File: src/rtl/uart_pkg.sv
// Shared UART types and helpers for the RX/TX paths of the uart-wrapper.
// Keeps the receiver state encoding and bit-timing arithmetic in one place.
package uart_pkg;

   typedef enum logic [2:0] {
      IDLE,
      START,
      DATA,
      STOP,
      WAIT_HIGH
   } rx_state_t;

   localparam int DEFAULT_CLKS_PER_BIT = 434;

   // Counter value at which the middle of the start bit is reached.
   function automatic int half_bit(input int clks);
      return clks / 2 - 1;
   endfunction

endpackage

File: src/rtl/uart_sync2.sv
// Two-flop synchroniser for an asynchronous line that idles high.
// Resets to 1 so a freshly reset receiver never sees a false start edge.
module uart_sync2 (
   input  logic clk,
   input  logic rst_n,
   input  logic d,
   output logic q
);

   logic [1:0] sync_reg;

   always_ff @(posedge clk) begin
      if (!rst_n) begin
         sync_reg <= 2'b11;
      end else begin
         sync_reg <= {sync_reg[0], d};
      end
   end

   assign q = sync_reg[1];

endmodule

File: src/rtl/uart_rx_fifo_writer.sv
// 8N1 UART receiver that writes each good byte straight into the RX FIFO.
// Bytes arriving while the FIFO is full are dropped and flagged as overruns.
module uart_rx_fifo_writer
   import uart_pkg::*;
#(
   parameter int CLKS_PER_BIT = DEFAULT_CLKS_PER_BIT,
   parameter int DATA_WIDTH   = 8
) (
   input  logic                  clk,
   input  logic                  rst_n,
   input  logic                  rx,
   input  logic                  fifo_full,
   output logic                  fifo_write,
   output logic [DATA_WIDTH-1:0] fifo_wdata,
   output logic                  rx_busy,
   output logic                  frame_err,
   output logic                  overrun_err
);

   localparam int CNT_W = $clog2(CLKS_PER_BIT);
   localparam int IDX_W = $clog2(DATA_WIDTH + 1);
   localparam logic [CNT_W-1:0] HALF_CNT = CNT_W'(half_bit(CLKS_PER_BIT));
   localparam logic [CNT_W-1:0] LAST_CNT = CNT_W'(CLKS_PER_BIT - 1);
   localparam logic [IDX_W-1:0] LAST_IDX = IDX_W'(DATA_WIDTH - 1);

   generate
      if (CLKS_PER_BIT < 4) begin : g_bad_clks_per_bit
         $error("uart_rx_fifo_writer: CLKS_PER_BIT must be at least 4");
      end
   endgenerate

   logic                  rx_s;
   rx_state_t             state_reg;
   logic [CNT_W-1:0]      cnt_reg;
   logic [IDX_W-1:0]      bit_idx_reg;
   logic [DATA_WIDTH-1:0] shift_reg;
   logic [DATA_WIDTH-1:0] wdata_reg;
   logic                  fifo_write_reg;
   logic                  rx_busy_reg;
   logic                  frame_err_reg;
   logic                  overrun_err_reg;

   uart_sync2 u_rx_sync (
      .clk   (clk),
      .rst_n (rst_n),
      .d     (rx),
      .q     (rx_s)
   );

   always_ff @(posedge clk) begin
      if (!rst_n) begin
         state_reg       <= IDLE;
         cnt_reg         <= '0;
         bit_idx_reg     <= '0;
         shift_reg       <= '0;
         wdata_reg       <= '0;
         fifo_write_reg  <= 1'b0;
         rx_busy_reg     <= 1'b0;
         frame_err_reg   <= 1'b0;
         overrun_err_reg <= 1'b0;
      end else begin
         fifo_write_reg  <= 1'b0;
         frame_err_reg   <= 1'b0;
         overrun_err_reg <= 1'b0;

         case (state_reg)
            IDLE: begin
               if (!rx_s) begin
                  state_reg   <= START;
                  cnt_reg     <= '0;
                  rx_busy_reg <= 1'b1;
               end
            end

            START: begin
               if (cnt_reg == HALF_CNT) begin
                  // Line back high at mid-start means it was only a glitch.
                  if (rx_s) begin
                     state_reg   <= IDLE;
                     rx_busy_reg <= 1'b0;
                  end else begin
                     state_reg   <= DATA;
                     cnt_reg     <= '0;
                     bit_idx_reg <= '0;
                  end
               end else begin
                  cnt_reg <= cnt_reg + 1'b1;
               end
            end

            DATA: begin
               if (cnt_reg == LAST_CNT) begin
                  cnt_reg   <= '0;
                  shift_reg <= {rx_s, shift_reg[DATA_WIDTH-1:1]};
                  if (bit_idx_reg == LAST_IDX) begin
                     state_reg   <= STOP;
                     bit_idx_reg <= '0;
                  end else begin
                     bit_idx_reg <= bit_idx_reg + 1'b1;
                  end
               end else begin
                  cnt_reg <= cnt_reg + 1'b1;
               end
            end

            STOP: begin
               if (cnt_reg == LAST_CNT) begin
                  cnt_reg <= '0;
                  if (rx_s) begin
                     // Return mid-stop-bit so a back-to-back start edge is caught.
                     state_reg   <= IDLE;
                     rx_busy_reg <= 1'b0;
                     if (fifo_full) begin
                        overrun_err_reg <= 1'b1;
                     end else begin
                        fifo_write_reg <= 1'b1;
                        wdata_reg      <= shift_reg;
                     end
                  end else begin
                     frame_err_reg <= 1'b1;
                     state_reg     <= WAIT_HIGH;
                  end
               end else begin
                  cnt_reg <= cnt_reg + 1'b1;
               end
            end

            WAIT_HIGH: begin
               if (rx_s) begin
                  state_reg   <= IDLE;
                  rx_busy_reg <= 1'b0;
               end
            end

            default: begin
               state_reg   <= IDLE;
               rx_busy_reg <= 1'b0;
            end
         endcase
      end
   end

   assign fifo_write  = fifo_write_reg;
   assign fifo_wdata  = wdata_reg;
   assign rx_busy     = rx_busy_reg;
   assign frame_err   = frame_err_reg;
   assign overrun_err = overrun_err_reg;

endmodule

File: config.mk
export PLATFORM = sky130hd
export DESIGN_NAME = uart_rx_fifo_writer
export DESIGN_NICKNAME = d
export VERILOG_FILES = /design/src/rtl/uart_pkg.sv /design/src/rtl/uart_sync2.sv /design/src/rtl/uart_rx_fifo_writer.sv
export SDC_FILE = /design/constraint.sdc
export NUM_CORES = 1
export LEC_CHECK = 0
export ABC_AREA = 1
export ABC_CLOCK_PERIOD_IN_PS = 1400
export BUFFER_PORTS_ARGS = -buffer_cell sky130_fd_sc_hd__buf_4
export CORE_ASPECT_RATIO = 0.8
export CORE_MARGIN = 2
export CORE_UTILIZATION = 50
export CTS_BUF_LIST = sky130_fd_sc_hd__clkbuf_2
export DETAILED_ROUTE_END_ITERATION = 6
export PLACE_DENSITY = 0.78
export SETUP_SLACK_MARGIN = 0.15
export SYNTH_ARGS = -nofsm -noshare
export SYNTH_HDL_FRONTEND = slang
export SYNTH_SLANG_ARGS = --single-unit
File: constraint.sdc
create_clock -name clk -period 1.4 [get_ports clk]
set_input_delay 0.28 -clock clk [delete_from_list [all_inputs] [get_ports clk]]
set_output_delay 0.28 -clock clk [all_outputs]
set_load 0.02 [all_outputs]
==> results.cfg <==
[floorplan]
initial_core_util = 0.526
core_um2 = 3470
die_y_um = 58.0
fp-row-count = 19
die-area_um2 = 4150
io-pin-count = 16
die_x_um = 71.5

[final_layout]
nNetsFinal = 316
largest_register_ffs = 9
design_area_um2 = 2530
area_growth_pct = 38.5
finalNonFillerCells = 351
fillers = 245
drive_above_1_share = 0.392
antenna_cells = 0

[setup_path]
end_kind = register
reg2reg_depth = 11
startpoint_type = register
required_ps = 1700
r2r-end = cnt_reg[4]$_SDFFE_PN0P_
path_max_fanout = 5
path_class = reg -> reg
worstPathArrival_ps = 1800
critical_path.endpoint = cnt_reg[4]$_SDFFE_PN0P_
r2r-start = cnt_reg[0]$_SDFFE_PN0P_
worstSetupStartpoint = cnt_reg[0]$_SDFFE_PN0P_
r2r_setup_slack_ps = -100

[sta]
finalHoldViolations = 0
rsz0062_at_grt = yes
finClkSkew_ps = 34.3
max_slew.worst_pin.slew_ps = 319
max_freq_mhz = 666
tns_ps = -1690
period_share = 1.07
period_needed_ps = 1500
relSlewSlack = 0.786
setup_viol = 32
fin_hold_ws_ps = 69.5
slew_violations = 0
fin_ws_ps = -102

[status]
outcome = finished with violations
failed_checks = negative setup slack

[clocking]
cts_tree = yes
holdBufCountCts = 0
h-tree-depth = 2
cts_num_sinks = 38
clock_path_buffers = 2
clkLatencyLatePin_ps = 410
clkTransAtPathRegs_ps = 230
cts_made_buffers = 5
cts-root-buf = clkbuf_2

[power]
p_sw_frac = 0.452
power_switching_w = 0.00171
power_w = 0.00379
seq_power_share = 0.354
ir_worst_vdd_mv = 0.777
p_leak_nw = 1.01
pwr-share-clk = 0.137
p_comb_frac = 0.510
p_per_area_nw_per_um2 = 1500
p_int_w = 0.00207

[synth]
synth_warnings = 0
ys_seq_elements = 38
synth_fp_nets = 269
seq_area_frac_synth = 0.417
syn-cell-area_um2 = 1820
synth_area_leaders = dfxtp_1 (42%), nand2_1 (10%), a21oi_1 (8.8%), inv_1 (7.6%), o21ai_0 (7.1%)
yosysTopAreaCellShare = 0.417
syn_inst = 261
synthDistinctLibCells = 24
yosysTopAreaCell = dfxtp_1
synth.avg_cell_area_um2 = 6.99

[placed_design]
dp_hpwl_um = 2990
numPortBuffers = 15
dp.cells = 334
placed_area_um2 = 2170
gp_congestion = 0.903

[hold_path]
worstHoldPathCells = 2
hold_class = in -> reg

[route]
vias_per_cell = 5.61
drc_errors = 0
totalWireLength_um = 5200
wl_per_cell_um = 14.8
drt_iter0_drc = 239
vias = 1968
first_pass_iters = 4
antenna_left = 0

[grt]
grt-ovfl-total = 0
track_usage = 0.234
grt_pass1_vias = 1701
grt_first_pass_wirelength_um = 7510
grt_max_degree = 24
antenna_found_initial = 0

[job]
max_cap_viol_count = 0
[layer usage]
layer	global-route usage	up-vias	share of wire
met3	0.0539	22	0.066
met1	0.308	895	0.44
li1	-	956	-
met5	0	-	0
met4	0.116	0	0.024
met2	0.365	95	0.47
[power by group through the flow]
stage / clock network, W / registers, W / logic (W)
after floorplan: 0 / 0.00130 / 0.000968
after global placement: 0 / 0.00129 / 0.00134
after detailed placement: 0 / 0.00129 / 0.00136
after CTS: 0.000504 / 0.00129 / 0.00155
after global routing: 0.000545 / 0.00135 / 0.00210
final: 0.000518 / 0.00134 / 0.00193
[critical path: stages, from the launching register on]
cell and delay [ps]:
dfxtp_4 420, inv_4 70, ha_4 140, nand2_4 60, nor2_4 150, nand2_2 100, nand2_4 140, nand2_4 90
nand2_2 90, nand2_2 40, nand2_1 60, nor2_1 30
[placed cells by master (no fill, tap or decap)]
cell	Yosys	final
a21oi_1	32	31
a21oi_2	0	1
a31oi_1	1	1
and2_2	0	1
buf_4	0	40
buf_6	0	2
clkbuf_2	0	5
clkinv_1	0	1
clkinv_2	0	1
clkinvlp_4	0	1
dfxtp_1	38	25
dfxtp_2	0	9
dfxtp_4	0	4
ha_1	4	1
ha_4	0	3
inv_1	37	32
inv_2	2	3
inv_4	0	3
inv_6	0	1
nand2_1	50	39
nand2_2	5	11
nand2_4	1	7
nand2_8	0	1
nand3_1	19	14
nand3_2	2	4
nand3_4	0	3
nand4_1	8	8
nor2_1	22	14
nor2_2	1	5
nor2_4	1	5
nor3_1	2	1
nor3_4	0	1
nor3b_1	1	1
nor4_4	0	1
o21ai_0	26	5
o21ai_1	0	15
o21ai_2	0	6
o21ai_4	1	1
or2_2	2	2
[kinds of logic (layout without fill, tap and decap cells)]
kind of cell	after synthesis	count (layout)	synth area share
flops	38	38	0.417
fa+ha+maj	4	4	0.0274
buf+inv	43	89	0.0892
compound gates	60	60	0.171
simple gates	116	118	0.295
[cell type report]
type / count / area [um^2] / area share
Tap cell: 42 / 52.6 / 0.0208
Multi-Input combinational cell: 182 / 1160 / 0.461
Sequential cell: 38 / 787 / 0.312
Timing Repair Buffer: 42 / 323 / 0.128
Clock inverter: 3 / 16.3 / 0.00644
Clock buffer: 5 / 25.0 / 0.00991
Inverter: 39 / 159 / 0.0629
[what timing repair did]
action,CTS,global route
endpoints found under the setup margin,35,42
cloned,0,2
pin swaps,9,17
gates resized for setup,39,43
setup buffers,3,4
endpoints found under the hold margin,0,0
[per-stage QoR]
| stage | worst slack (ps) | utilization |
|---|---|---|
| 6_report | -102 | 0.728 |
| 5_1_grt | -149 | 0.728 |
| 4_1_cts | -15.0 | 0.674 |
| 3_5_place_dp | -25.3 | 0.626 |
| 3_3_place_gp | -20.7 | 0.626 |
| 2_1_floorplan | 85.9 | - |
[worst min-delay path by stage]
stage                                            end  slack, ps                        startpoint
detailed placement  u_rx_sync.sync_reg[1]$_SDFF_PN1_        400  u_rx_sync.sync_reg[0]$_SDFF_PN1_
floorplan           u_rx_sync.sync_reg[0]$_SDFF_PN1_        390                                rx
finish              u_rx_sync.sync_reg[0]$_SDFF_PN1_         70                                rx
global route        u_rx_sync.sync_reg[0]$_SDFF_PN1_         40                                rx
CTS                 u_rx_sync.sync_reg[0]$_SDFF_PN1_         50                                rx
global placement    u_rx_sync.sync_reg[1]$_SDFF_PN1_        390  u_rx_sync.sync_reg[0]$_SDFF_PN1_
[Yosys cell counts]
cell	n
or2_2	2
nor3_1	2
nor2_2	1
nand3_2	2
nor2_4	1
clkbuf_1	3
ha_1	4
inv_1	37
nor4_1	1
dfxtp_1	38
nand2_1	50
nand2_4	1
a21oi_1	32
nand3_1	19
o21ai_4	1
nand2_2	5
inv_2	2
nor2_1	22
a31oi_1	1
nor3b_1	1
and2_1	1
nand4_1	8
buf_2	1
o21ai_0	26
No activity file was read; power rests on OpenSTA's default activity.
